File: src/rtl/i2s_pkg.sv
// Shared types and default constants for the I2S frame controller slice.
package i2s_pkg;

    typedef enum logic [1:0] {
        IDLE     = 2'd0,
        RUN      = 2'd1,
        STOPPING = 2'd2
    } i2s_state_t;

    localparam int unsigned I2S_DW         = 24;
    localparam int unsigned I2S_SCLK_DIV   = 4;
    localparam int unsigned I2S_FRAME_BITS = 32;

endpackage

File: src/rtl/i2s_clk_gen.sv
// Bit clock / word select generator: divides clk into sclk and counts
// sclk periods across a stereo frame to produce lrclk and a frame_wrap strobe.
module i2s_clk_gen
    import i2s_pkg::*;
#(
    parameter int unsigned SCLK_DIV   = I2S_SCLK_DIV,
    parameter int unsigned FRAME_BITS = I2S_FRAME_BITS
) (
    input  logic clk,
    input  logic rst,
    input  logic run,
    input  logic clear,
    output logic sclk,
    output logic lrclk,
    output logic frame_wrap
);

    localparam int unsigned DIV_W = (SCLK_DIV > 2) ? $clog2(SCLK_DIV) : 1;
    localparam int unsigned BIT_W = $clog2(2 * FRAME_BITS);

    localparam logic [DIV_W-1:0] DIV_LAST = DIV_W'(SCLK_DIV - 1);
    localparam logic [DIV_W-1:0] DIV_HALF = DIV_W'(SCLK_DIV / 2);
    localparam logic [BIT_W-1:0] BIT_LAST = BIT_W'(2 * FRAME_BITS - 1);
    localparam logic [BIT_W-1:0] BIT_HALF = BIT_W'(FRAME_BITS);

    logic [DIV_W-1:0] div_q, div_d;
    logic [BIT_W-1:0] bit_q, bit_d;
    logic             sclk_q, sclk_d;
    logic             lrclk_q, lrclk_d;

    // Last clk of the last sclk period in the frame: the next falling edge wraps bit_cnt.
    assign frame_wrap = (div_q == DIV_LAST) && (bit_q == BIT_LAST);

    assign sclk  = sclk_q;
    assign lrclk = lrclk_q;

    // Next counter values; sclk/lrclk are decoded from the next counts so the
    // registered outputs line up with the counters they describe.
    always_comb begin
        div_d   = div_q;
        bit_d   = bit_q;
        sclk_d  = 1'b0;
        lrclk_d = 1'b1;
        if (run) begin
            if (clear) begin
                div_d = '0;
                bit_d = '0;
            end else if (div_q == DIV_LAST) begin
                div_d = '0;
                bit_d = (bit_q == BIT_LAST) ? '0 : bit_q + BIT_W'(1);
            end else begin
                div_d = div_q + DIV_W'(1);
            end
            sclk_d  = (div_d >= DIV_HALF);
            lrclk_d = (bit_d >= BIT_HALF);
        end else begin
            div_d = '0;
            bit_d = '0;
        end
    end

    // Counter and output registers.
    always_ff @(posedge clk or posedge rst) begin
        if (rst) begin
            div_q   <= '0;
            bit_q   <= '0;
            sclk_q  <= 1'b0;
            lrclk_q <= 1'b1;
        end else begin
            div_q   <= div_d;
            bit_q   <= bit_d;
            sclk_q  <= sclk_d;
            lrclk_q <= lrclk_d;
        end
    end

endmodule

File: src/rtl/i2s_frame_ctrl.sv
// I2S stream controller: start/stop on frame boundaries, FWFT FIFO service
// for i2s_tx sample requests, silence substitution and underrun counting.
module i2s_frame_ctrl
    import i2s_pkg::*;
#(
    parameter int unsigned DW         = I2S_DW,
    parameter int unsigned SCLK_DIV   = I2S_SCLK_DIV,
    parameter int unsigned FRAME_BITS = I2S_FRAME_BITS,
    parameter int unsigned UCNT_W     = 16
) (
    input  logic              clk,
    input  logic              rst,
    input  logic              enable,
    input  logic              fifo_empty,
    input  logic [DW-1:0]     fifo_l,
    input  logic [DW-1:0]     fifo_r,
    output logic              fifo_rd_en,
    input  logic              tx_rd_en,
    output logic              tx_rd_valid,
    output logic [DW-1:0]     tx_l_sample,
    output logic [DW-1:0]     tx_r_sample,
    output logic              sclk,
    output logic              lrclk,
    output logic              running,
    output logic              underrun,
    output logic [UCNT_W-1:0] underrun_cnt,
    input  logic              underrun_clr
);

    i2s_state_t state_q, state_d;

    logic              frame_wrap;
    logic              gen_run;
    logic              gen_clear;
    logic              svc;
    logic              ur_hit;

    logic              valid_q, valid_d;
    logic [DW-1:0]     l_q, l_d;
    logic [DW-1:0]     r_q, r_d;
    logic              ur_q, ur_d;
    logic [UCNT_W-1:0] cnt_q, cnt_d;

    // The generator follows the next state so that the stop edge lands the
    // counters directly in their idle values (lrclk=1, sclk=0) without a glitch.
    assign gen_run   = (state_d != IDLE);
    assign gen_clear = (state_q == IDLE) && (state_d == RUN);

    i2s_clk_gen #(
        .SCLK_DIV   (SCLK_DIV),
        .FRAME_BITS (FRAME_BITS)
    ) u_clk_gen (
        .clk        (clk),
        .rst        (rst),
        .run        (gen_run),
        .clear      (gen_clear),
        .sclk       (sclk),
        .lrclk      (lrclk),
        .frame_wrap (frame_wrap)
    );

    assign running    = (state_q != IDLE);
    assign svc        = tx_rd_en && running;
    assign fifo_rd_en = svc && !fifo_empty;
    assign ur_hit     = svc && fifo_empty;

    assign tx_rd_valid  = valid_q;
    assign tx_l_sample  = l_q;
    assign tx_r_sample  = r_q;
    assign underrun     = ur_q;
    assign underrun_cnt = cnt_q;

    // Stream FSM next state; re-enable while stopping wins over the frame wrap.
    always_comb begin
        state_d = state_q;
        case (state_q)
            IDLE:     if (enable && !fifo_empty) state_d = RUN;
            RUN:      if (!enable) state_d = STOPPING;
            STOPPING: begin
                if (enable)          state_d = RUN;
                else if (frame_wrap) state_d = IDLE;
            end
            default:  state_d = IDLE;
        endcase
    end

    // Sample handshake and underrun accounting; clear beats a coincident increment.
    always_comb begin
        valid_d = svc;
        ur_d    = ur_hit;
        l_d     = l_q;
        r_d     = r_q;
        cnt_d   = cnt_q;
        if (svc) begin
            l_d = fifo_empty ? '0 : fifo_l;
            r_d = fifo_empty ? '0 : fifo_r;
        end
        if (underrun_clr) begin
            cnt_d = '0;
        end else if (ur_hit && (cnt_q != '1)) begin
            cnt_d = cnt_q + UCNT_W'(1);
        end
    end

    // State and handshake registers.
    always_ff @(posedge clk or posedge rst) begin
        if (rst) begin
            state_q <= IDLE;
            valid_q <= 1'b0;
            l_q     <= '0;
            r_q     <= '0;
            ur_q    <= 1'b0;
            cnt_q   <= '0;
        end else begin
            state_q <= state_d;
            valid_q <= valid_d;
            l_q     <= l_d;
            r_q     <= r_d;
            ur_q    <= ur_d;
            cnt_q   <= cnt_d;
        end
    end

endmodule

File: config.mk
export PLATFORM = sky130hd
export DESIGN_NAME = i2s_frame_ctrl
export DESIGN_NICKNAME = d
export VERILOG_FILES = /design/src/rtl/i2s_pkg.sv /design/src/rtl/i2s_clk_gen.sv /design/src/rtl/i2s_frame_ctrl.sv
export SDC_FILE = /design/constraint.sdc
export NUM_CORES = 1
export LEC_CHECK = 0
export CELL_PAD_IN_SITES_DETAIL_PLACEMENT = 0
export CELL_PAD_IN_SITES_GLOBAL_PLACEMENT = 1
export CORE_UTILIZATION = 46
export DETAILED_ROUTE_END_ITERATION = 7
export DONT_BUFFER_PORTS = 1
export PLACE_DENSITY = 0.85
export SLEW_MARGIN = 20
export SYNTH_ARGS = -nofsm -noshare
export SYNTH_HDL_FRONTEND = slang
export SYNTH_SLANG_ARGS = --single-unit
File: constraint.sdc
create_clock -name clk -period 3.4 [get_ports clk]
set_clock_uncertainty 0.15 [all_clocks]
set_input_delay 0.34 -clock clk [delete_from_list [all_inputs] [get_ports clk]]
set_output_delay 0.34 -clock clk [all_outputs]
set_load 0.02 [all_outputs]
==> impl_metrics.prom, run 1 <==
# TYPE chip_impl_metric gauge
chip_impl_info{name="outcome",value="complete, no violations"} 1
chip_impl_metric{name="global_route.overflow_total",unit=""} 0
chip_impl_info{name="path_cells",value="nor2_2, inv_2, nand2_4, buf_4, nor2_1"} 1
chip_impl_info{name="tritoncts_clock_tree",value="built"} 1
chip_impl_info{name="ys_top_cells_by_count",value="dfrtp_1, nand2_1, o21ai_0, nand2b_1, clkbuf_1"} 1
chip_impl_metric{name="post-route-period-util",unit="%"} 75.3
chip_impl_metric{name="post_synth_instance_area",unit="mm2"} 0.00354
chip_impl_metric{name="yosysWarnings",unit=""} 0
chip_impl_metric{name="relSlewSlack",unit="%"} 47.7
chip_impl_info{name="timing.rr.end",value="underrun_cnt[14]"} 1
chip_impl_metric{name="synthArstFlopShare",unit="%"} 100
chip_impl_metric{name="maximum_number_of_pins_on_one_net_before_global_route_repair",unit=""} 88
chip_impl_metric{name="sequential_area",unit="mm2"} 0.00195
chip_impl_metric{name="multi_input_area",unit="mm2"} 0.00147
chip_impl_info{name="ys.flop_type",value="dfrtp_1"} 1
chip_impl_metric{name="tightest_slew",unit="ns"} 0.785
chip_impl_metric{name="synth_enable_flop_cells",unit=""} 0
chip_impl_metric{name="postCtsSetupRepairBufs",unit=""} 0
chip_impl_metric{name="fin_tns_setup",unit="ns"} 0
chip_impl_info{name="worstHoldEndpoint",value="tx_l_sample[13]"} 1
chip_impl_metric{name="max_clock_freq",unit="GHz"} 0.390
chip_impl_metric{name="first_global_vias",unit=""} 2505
chip_impl_metric{name="ioPinCount",unit=""} 124
chip_impl_metric{name="finalMaxSlewViolations",unit=""} 0
chip_impl_metric{name="finalSetupViolations",unit=""} 0
chip_impl_metric{name="cap_viol_max_count",unit=""} 0
chip_impl_info{name="yosys.area.top_type",value="dfrtp_1"} 1
chip_impl_metric{name="hpwlAfterDp",unit="um"} 5060
chip_impl_metric{name="fp.dieH",unit="um"} 89.7
chip_impl_info{name="critical-path-top-delay-family",value="buffers and inverters"} 1
chip_impl_metric{name="grt_first_pass_wirelength",unit="um"} 11900
chip_impl_metric{name="gp_routability_congestion",unit=""} 0.754
chip_impl_metric{name="first_iter_violations",unit=""} 156
chip_impl_info{name="setup.worst_path.end_class",value="output port"} 1
chip_impl_metric{name="cts_sinks",unit=""} 78
chip_impl_metric{name="worst-r2r-cell-count",unit=""} 5
chip_impl_info{name="worst_r2r_startpoint",value="underrun_cnt[0]"} 1
chip_impl_metric{name="core_region_area",unit="mm2"} 0.00733
chip_impl_metric{name="clock_tree.buffer_depth",unit=""} 2
chip_impl_info{name="startpoint_type",value="flip-flop"} 1
chip_impl_metric{name="path_max_fanout",unit=""} 87
chip_impl_info{name="worstHoldStart",value="fifo_l[13]"} 1
chip_impl_metric{name="number_of_antenna_violations_at_the_first_check_in_global_routing",unit=""} 0
chip_impl_metric{name="tritoncts.num_buffers",unit=""} 9
chip_impl_metric{name="p_leak",unit="nW"} 1.82
chip_impl_metric{name="drive_gt1_share",unit="%"} 6.37
chip_impl_info{name="root_buffer",value="clkbuf_8"} 1
chip_impl_metric{name="hold_depth",unit=""} 2
chip_impl_metric{name="syn-instance-count",unit=""} 369
chip_impl_metric{name="initial_core_util",unit="%"} 48.2
chip_impl_metric{name="critical_path_required_time",unit="ns"} 2.91
chip_impl_metric{name="critical_path_arrival",unit="ns"} 2.07
chip_impl_metric{name="layout_setup_ws",unit="ns"} 0.839
chip_impl_metric{name="postRouteWirelength",unit="um"} 7900
chip_impl_metric{name="drtPass1Iterations",unit=""} 4
chip_impl_metric{name="dr_total_vias",unit=""} 2707
chip_impl_metric{name="cp.buffers_inverters",unit=""} 2
chip_impl_info{name="synth.area.top_cells",value="dfrtp_1, nand2b_1, o21ai_0"} 1
chip_impl_metric{name="grt.total_usage",unit="%"} 19.7
chip_impl_metric{name="hold_viol",unit=""} 0
chip_impl_metric{name="placement_stage_worst_setup_slack",unit="ns"} 1.19
chip_impl_metric{name="synth.ff_latch_count",unit=""} 78
chip_impl_metric{name="filler_cell_count",unit=""} 636
chip_impl_metric{name="post-synth-top-area-fraction",unit="%"} 54.5
chip_impl_metric{name="ys_types",unit=""} 42
chip_impl_metric{name="area_growth",unit="%"} 18.8
chip_impl_info{name="slowest_stage",value="buf_4"} 1
chip_impl_metric{name="synth_sequential_area_ratio",unit="%"} 55.2
chip_impl_metric{name="fin_util",unit="%"} 57.3
chip_impl_metric{name="htree_num_levels",unit=""} 3
chip_impl_metric{name="rrSetupSlack",unit="ns"} 1.24
chip_impl_metric{name="fp-row-count",unit=""} 31
chip_impl_metric{name="port_buffers",unit=""} 0
chip_impl_metric{name="final_net_count",unit=""} 461
chip_impl_metric{name="hold-worst-slack",unit="ns"} 0.00992
chip_impl_metric{name="worstSkewPairLatency",unit="ns"} 0.34
chip_impl_metric{name="period_needed",unit="ns"} 2.56
chip_impl_info{name="path_class",value="reg2out"} 1
chip_impl_metric{name="drt_drc_violations_left",unit=""} 0
chip_impl_metric{name="clk_transition_reported_paths",unit="ns"} 0.08
chip_impl_metric{name="power_density",unit="mW/mm2"} 516
chip_impl_info{name="holdCritPathClass",value="in2reg"} 1
chip_impl_metric{name="wire_per_inst",unit="um"} 15.6
chip_impl_metric{name="p_total",unit="mW"} 2.17
chip_impl_info{name="grt_setup_unrepaired",value="false"} 1
chip_impl_info{name="synth_most_common_cell",value="dfrtp_1"} 1
chip_impl_metric{name="floorplan.die_area",unit="mm2"} 0.00804
chip_impl_metric{name="diodes",unit=""} 0
chip_impl_metric{name="syn_nets",unit=""} 426
chip_impl_metric{name="vdd_ir_drop_max",unit="mV"} 0.279
chip_impl_metric{name="cpPeakStageDelay",unit="ns"} 0.58
chip_impl_metric{name="dieWidth",unit="um"} 89.7
chip_impl_metric{name="final_antenna_net_count",unit=""} 0
chip_impl_metric{name="drt-vias-per-instance",unit=""} 5.34
chip_impl_metric{name="post_synth.cell_area_avg",unit="um2"} 9.58
sequential cells by signal, summed over array words and instances, names as in the netlist:
register         count
underrun_cnt        16
state_q              2
u_clk_gen.bit_q      6
tx_l_sample         24
u_clk_gen.sclk       1
tx_r_sample         24
u_clk_gen.lrclk      1
u_clk_gen.div_q      2
tx_rd_valid          1
underrun             1
timing repair:
action | 4_1_cts | 5_1_grt
hold endpoints to repair | 52 | 62
hold buffers | 40 | 1
gates resized for setup | 0 | 0
metal layers:
layer	GRT usage (%)	wire length, um
met4	10.7	215
met3	4.57	509
met1	24.4	3470
met2	31.9	3710
met5	0	0
area by class of cell:
class,instances,share of cell area [%]
Clock buffer,11,3.37
Clock inverter,4,1.13
Inverter,7,0.864
Multi-Input combinational cell,264,34.9
Sequential cell,78,46.5
Tap cell,99,2.95
Timing Repair Buffer,44,10.3
where the power goes:
| part | internal, mW | switching (mW) | leakage, nW |
|---|---|---|---|
| clock | 0.353 | 0.323 | 0.0952 |
| combinational | 0.101 | 0.129 | 0.691 |
| sequential | 1.04 | 0.221 | 1.04 |
| total | 1.50 | 0.673 | 1.82 |
stage by stage:
stage	cells	area [um2]
2_1_floorplan	369	3540
3_3_place_gp	451	3600
3_5_place_dp	451	3600
4_1_cts	506	4190
5_1_grt	507	4200
6_report	507	4200
cells in the final DEF (no fill, tap or decap), drive strengths merged, types with 2 or more instances in the layout:
master       count
dfrtp           77
nand2           63
o21ai           54
nand2b          50
dlygate4sd3     41
a21oi           14
nor2            13
clkbuf          11
nand4            8
nor3             7
or3              7
o31ai            6
inv              6
nor2b            5
nand3            5
nor4             4
or4              4
mux2             3
xor2             3
ha               3
buf              3
clkinv           3
and3             2
o21a             2
logic make-up (layout without fill, tap and decap cells):
kind of cell | Yosys count | after routing | synth area share [%]
xor gates and xnor gates | 4 | 4 | 0.991
and+or+nand+nor | 172 | 172 | 25.5
buffers and inverters | 27 | 66 | 3.29
AOI/OAI and AO/OA | 81 | 81 | 12.6
DFF | 78 | 78 | 55.2
adders and majority gates | 3 | 3 | 1.06
muxes | 4 | 4 | 1.24
worst max-delay path by stage:
stage	start	to	slack, ns	depth (start not counted)
floorplan	rst	state_q[0]	0.92	1
global placement	state_q[1]	fifo_rd_en	1.24	5
detailed placement	state_q[1]	fifo_rd_en	1.19	5
CTS	state_q[1]	fifo_rd_en	0.80	5
global route	state_q[1]	fifo_rd_en	0.64	5
finish	state_q[1]	fifo_rd_en	0.84	5
Note: power is estimated with default switching activity, not from simulation.
==> run 2: changes to the inputs <==
CORE_UTILIZATION = 42   (was 46)
PLACE_DENSITY = 0.82   (was 0.85)
clock period = 2.3 ns   (was 3.4 ns; I/O delays follow)
==> impl_metrics.prom, run 2 (same netlist as run 1, synthesis figures left out) <==
# TYPE chip_impl_metric gauge
chip_impl_metric{name="postRouteWirelength",unit="um"} 8050
chip_impl_metric{name="period_needed",unit="ns"} 2.06
chip_impl_metric{name="fp.dieH",unit="um"} 93.8
chip_impl_metric{name="drt-vias-per-instance",unit=""} 5.28
chip_impl_metric{name="critical_path_required_time",unit="ns"} 2.41
chip_impl_metric{name="wire_per_inst",unit="um"} 15.1
chip_impl_metric{name="initial_core_util",unit="%"} 43.3
chip_impl_metric{name="relSlewSlack",unit="%"} 53.1
chip_impl_metric{name="worstSkewPairLatency",unit="ns"} 0.34
chip_impl_metric{name="clk_transition_reported_paths",unit="ns"} 0.08
chip_impl_info{name="most-common-layout-cells",value="dfrtp_1, nand2_1, o21ai_0, dlygate4sd3_1, nand2b_1"} 1
chip_impl_metric{name="placement_stage_worst_setup_slack",unit="ns"} 0.208
chip_impl_info{name="worstHoldStart",value="enable"} 1
chip_impl_info{name="grt_setup_unrepaired",value="false"} 1
chip_impl_metric{name="placedCellCount",unit=""} 465
chip_impl_metric{name="power_density",unit="mW/mm2"} 760
chip_impl_metric{name="ioPinCount",unit=""} 124
chip_impl_metric{name="grt.total_usage",unit="%"} 18.5
chip_impl_metric{name="finalSetupViolations",unit=""} 0
chip_impl_metric{name="diodes",unit=""} 0
chip_impl_info{name="timing.rr.end",value="underrun_cnt[9]"} 1
chip_impl_metric{name="drt_drc_violations_left",unit=""} 2
chip_impl_info{name="most_common_cell_after_layout_fill_and_taps_aside",value="dfrtp_1"} 1
chip_impl_metric{name="hold_depth",unit=""} 4
chip_impl_metric{name="finalMaxSlewViolations",unit=""} 0
chip_impl_metric{name="final_net_count",unit=""} 481
chip_impl_metric{name="drive_gt1_share",unit="%"} 8.62
chip_impl_metric{name="gp_routability_congestion",unit=""} 0.758
chip_impl_metric{name="htree_num_levels",unit=""} 3
chip_impl_info{name="outcome",value="complete, but fails checks"} 1
chip_impl_info{name="holdCritPathClass",value="in2reg"} 1
chip_impl_info{name="violations",value="DRC"} 1
chip_impl_metric{name="multi_input_area",unit="mm2"} 0.00147
chip_impl_info{name="setup.worst_path.end_class",value="flip-flop"} 1
chip_impl_info{name="path_class",value="reg2reg"} 1
chip_impl_metric{name="first_iter_violations",unit=""} 65
chip_impl_metric{name="hold_viol",unit=""} 0
chip_impl_metric{name="dr_total_vias",unit=""} 2820
chip_impl_metric{name="clock_tree.buffer_depth",unit=""} 2
chip_impl_metric{name="grt_first_pass_wirelength",unit="um"} 12700
chip_impl_info{name="worst_r2r_startpoint",value="state_q[1]"} 1
chip_impl_metric{name="fin_tns_setup",unit="ns"} 0
chip_impl_metric{name="number_of_antenna_violations_at_the_first_check_in_global_routing",unit=""} 0
chip_impl_metric{name="dieWidth",unit="um"} 93.8
chip_impl_info{name="tritoncts_clock_tree",value="built"} 1
chip_impl_metric{name="path_max_fanout",unit=""} 11
chip_impl_metric{name="hpwlAfterDp",unit="um"} 4990
chip_impl_metric{name="core_region_area",unit="mm2"} 0.00818
chip_impl_metric{name="layout_setup_ws",unit="ns"} 0.237
chip_impl_metric{name="rrSetupSlack",unit="ns"} 0.24
chip_impl_metric{name="first_global_vias",unit=""} 2700
chip_impl_info{name="root_buffer",value="clkbuf_8"} 1
chip_impl_metric{name="sequential_area",unit="mm2"} 0.00195
chip_impl_info{name="startpoint_type",value="flip-flop"} 1
chip_impl_metric{name="area_growth",unit="%"} 26.0
chip_impl_metric{name="post-route-period-util",unit="%"} 89.7
chip_impl_metric{name="filler_cell_count",unit=""} 723
chip_impl_metric{name="global_route.overflow_total",unit=""} 0
chip_impl_metric{name="drtPass1Iterations",unit=""} 6
chip_impl_metric{name="cts_sinks",unit=""} 78
chip_impl_metric{name="final_antenna_net_count",unit=""} 0
chip_impl_metric{name="fp-row-count",unit=""} 33
chip_impl_metric{name="hold-worst-slack",unit="ns"} 0.0442
chip_impl_metric{name="vdd_ir_drop_max",unit="mV"} 0.308
chip_impl_metric{name="port_buffers",unit=""} 0
chip_impl_metric{name="floorplan.die_area",unit="mm2"} 0.00879
chip_impl_metric{name="tritoncts.num_buffers",unit=""} 9
chip_impl_metric{name="maximum_number_of_pins_on_one_net_before_global_route_repair",unit=""} 98
chip_impl_metric{name="finalNonFillerCells",unit=""} 534
chip_impl_metric{name="cap_viol_max_count",unit=""} 0
chip_impl_metric{name="tightest_slew",unit="ns"} 0.698
chip_impl_metric{name="critical_path_arrival",unit="ns"} 2.17
chip_impl_metric{name="max_clock_freq",unit="GHz"} 0.485
chip_impl_metric{name="worst-r2r-cell-count",unit=""} 9
chip_impl_metric{name="p_leak",unit="nW"} 1.94
chip_impl_metric{name="p_total",unit="mW"} 3.39
chip_impl_info{name="worstHoldEndpoint",value="u_clk_gen.lrclk"} 1
-- run 2: changes by cell type in the layout (fill, tap and decap cells not counted), moves of 2 or more --
cell	previous run	this run
buf_4	3	10
clkinv_4	1	3
dlygate4sd3_1	41	52
buf_12	0	2
-- run 2: how the worst max path moves through the flow --
stage	startpoint	end	slack (ns)	depth (start not counted)
final	state_q[1]	underrun_cnt[9]	0.24	9
after CTS	state_q[1]	underrun_cnt[13]	0.19	9
after global routing	state_q[1]	underrun_cnt[7]	0.05	9
after detailed placement	state_q[1]	underrun_cnt[13]	0.21	9
after global placement	underrun_cnt[7]	underrun_cnt[14]	0.33	4
after floorplan	underrun_cnt[0]	underrun_cnt[14]	0.34	5
-- run 2: timing repair --
| action | in CTS | in global routing |
|---|---|---|
| setup endpoints to repair | 0 | 1 |
| hold endpoints to repair | 146 | 0 |
| gates resized for setup | 0 | 1 |
| hold buffers | 53 | 0 |
| setup buffers | 0 | 0 |
-- run 2: critical path, stage by stage, from the launching register on --
cell	delay, ns
dfrtp_1	0.43
nor2_2	0.08
inv_2	0.13
nand2_4	0.09
clkinv_4	0.06
nand2_4	0.06
inv_4	0.12
nand3_2	0.20
or4_1	0.53
a21oi_1	0.15
-- run 2: where the power goes --
group          internal [mW]  total [mW]  switching (mW)
Combinational          0.172       0.383           0.211
Clock                  0.644        1.15           0.501
Sequential              1.54        1.86           0.320
-- run 2: layer usage --
metal / share of wire [%] / track usage, % / up-vias / routed length [um]
met1: 42 / 21.4 / 1367 / 3370
li1: - / - / 1365 / -
met3: 5.0 / 5.18 / 12 / 399
met4: 2.0 / 8.21 / 0 / 158
met5: 0 / 0 / - / 0
met2: 51 / 31.8 / 76 / 4130
-- run 2: final cells by class --
cell class | count | area share [%]
Timing Repair Buffer | 64 | 14.3
Multi-Input combinational cell | 264 | 33.1
Sequential cell | 78 | 43.8
Clock inverter | 5 | 1.85
Inverter | 7 | 0.843
Clock buffer | 11 | 3.17
Tap cell | 105 | 2.95
-- run 2: metrics by stage --
| step | cell area (um2) | utilization (%) |
|---|---|---|
| global placement | 3680 | 45.1 |
| CTS | 4450 | 54.4 |
| floorplan | 3540 | - |
| finish | 4450 | 54.5 |
| global route | 4450 | 54.5 |
| detailed placement | 3680 | 45.1 |
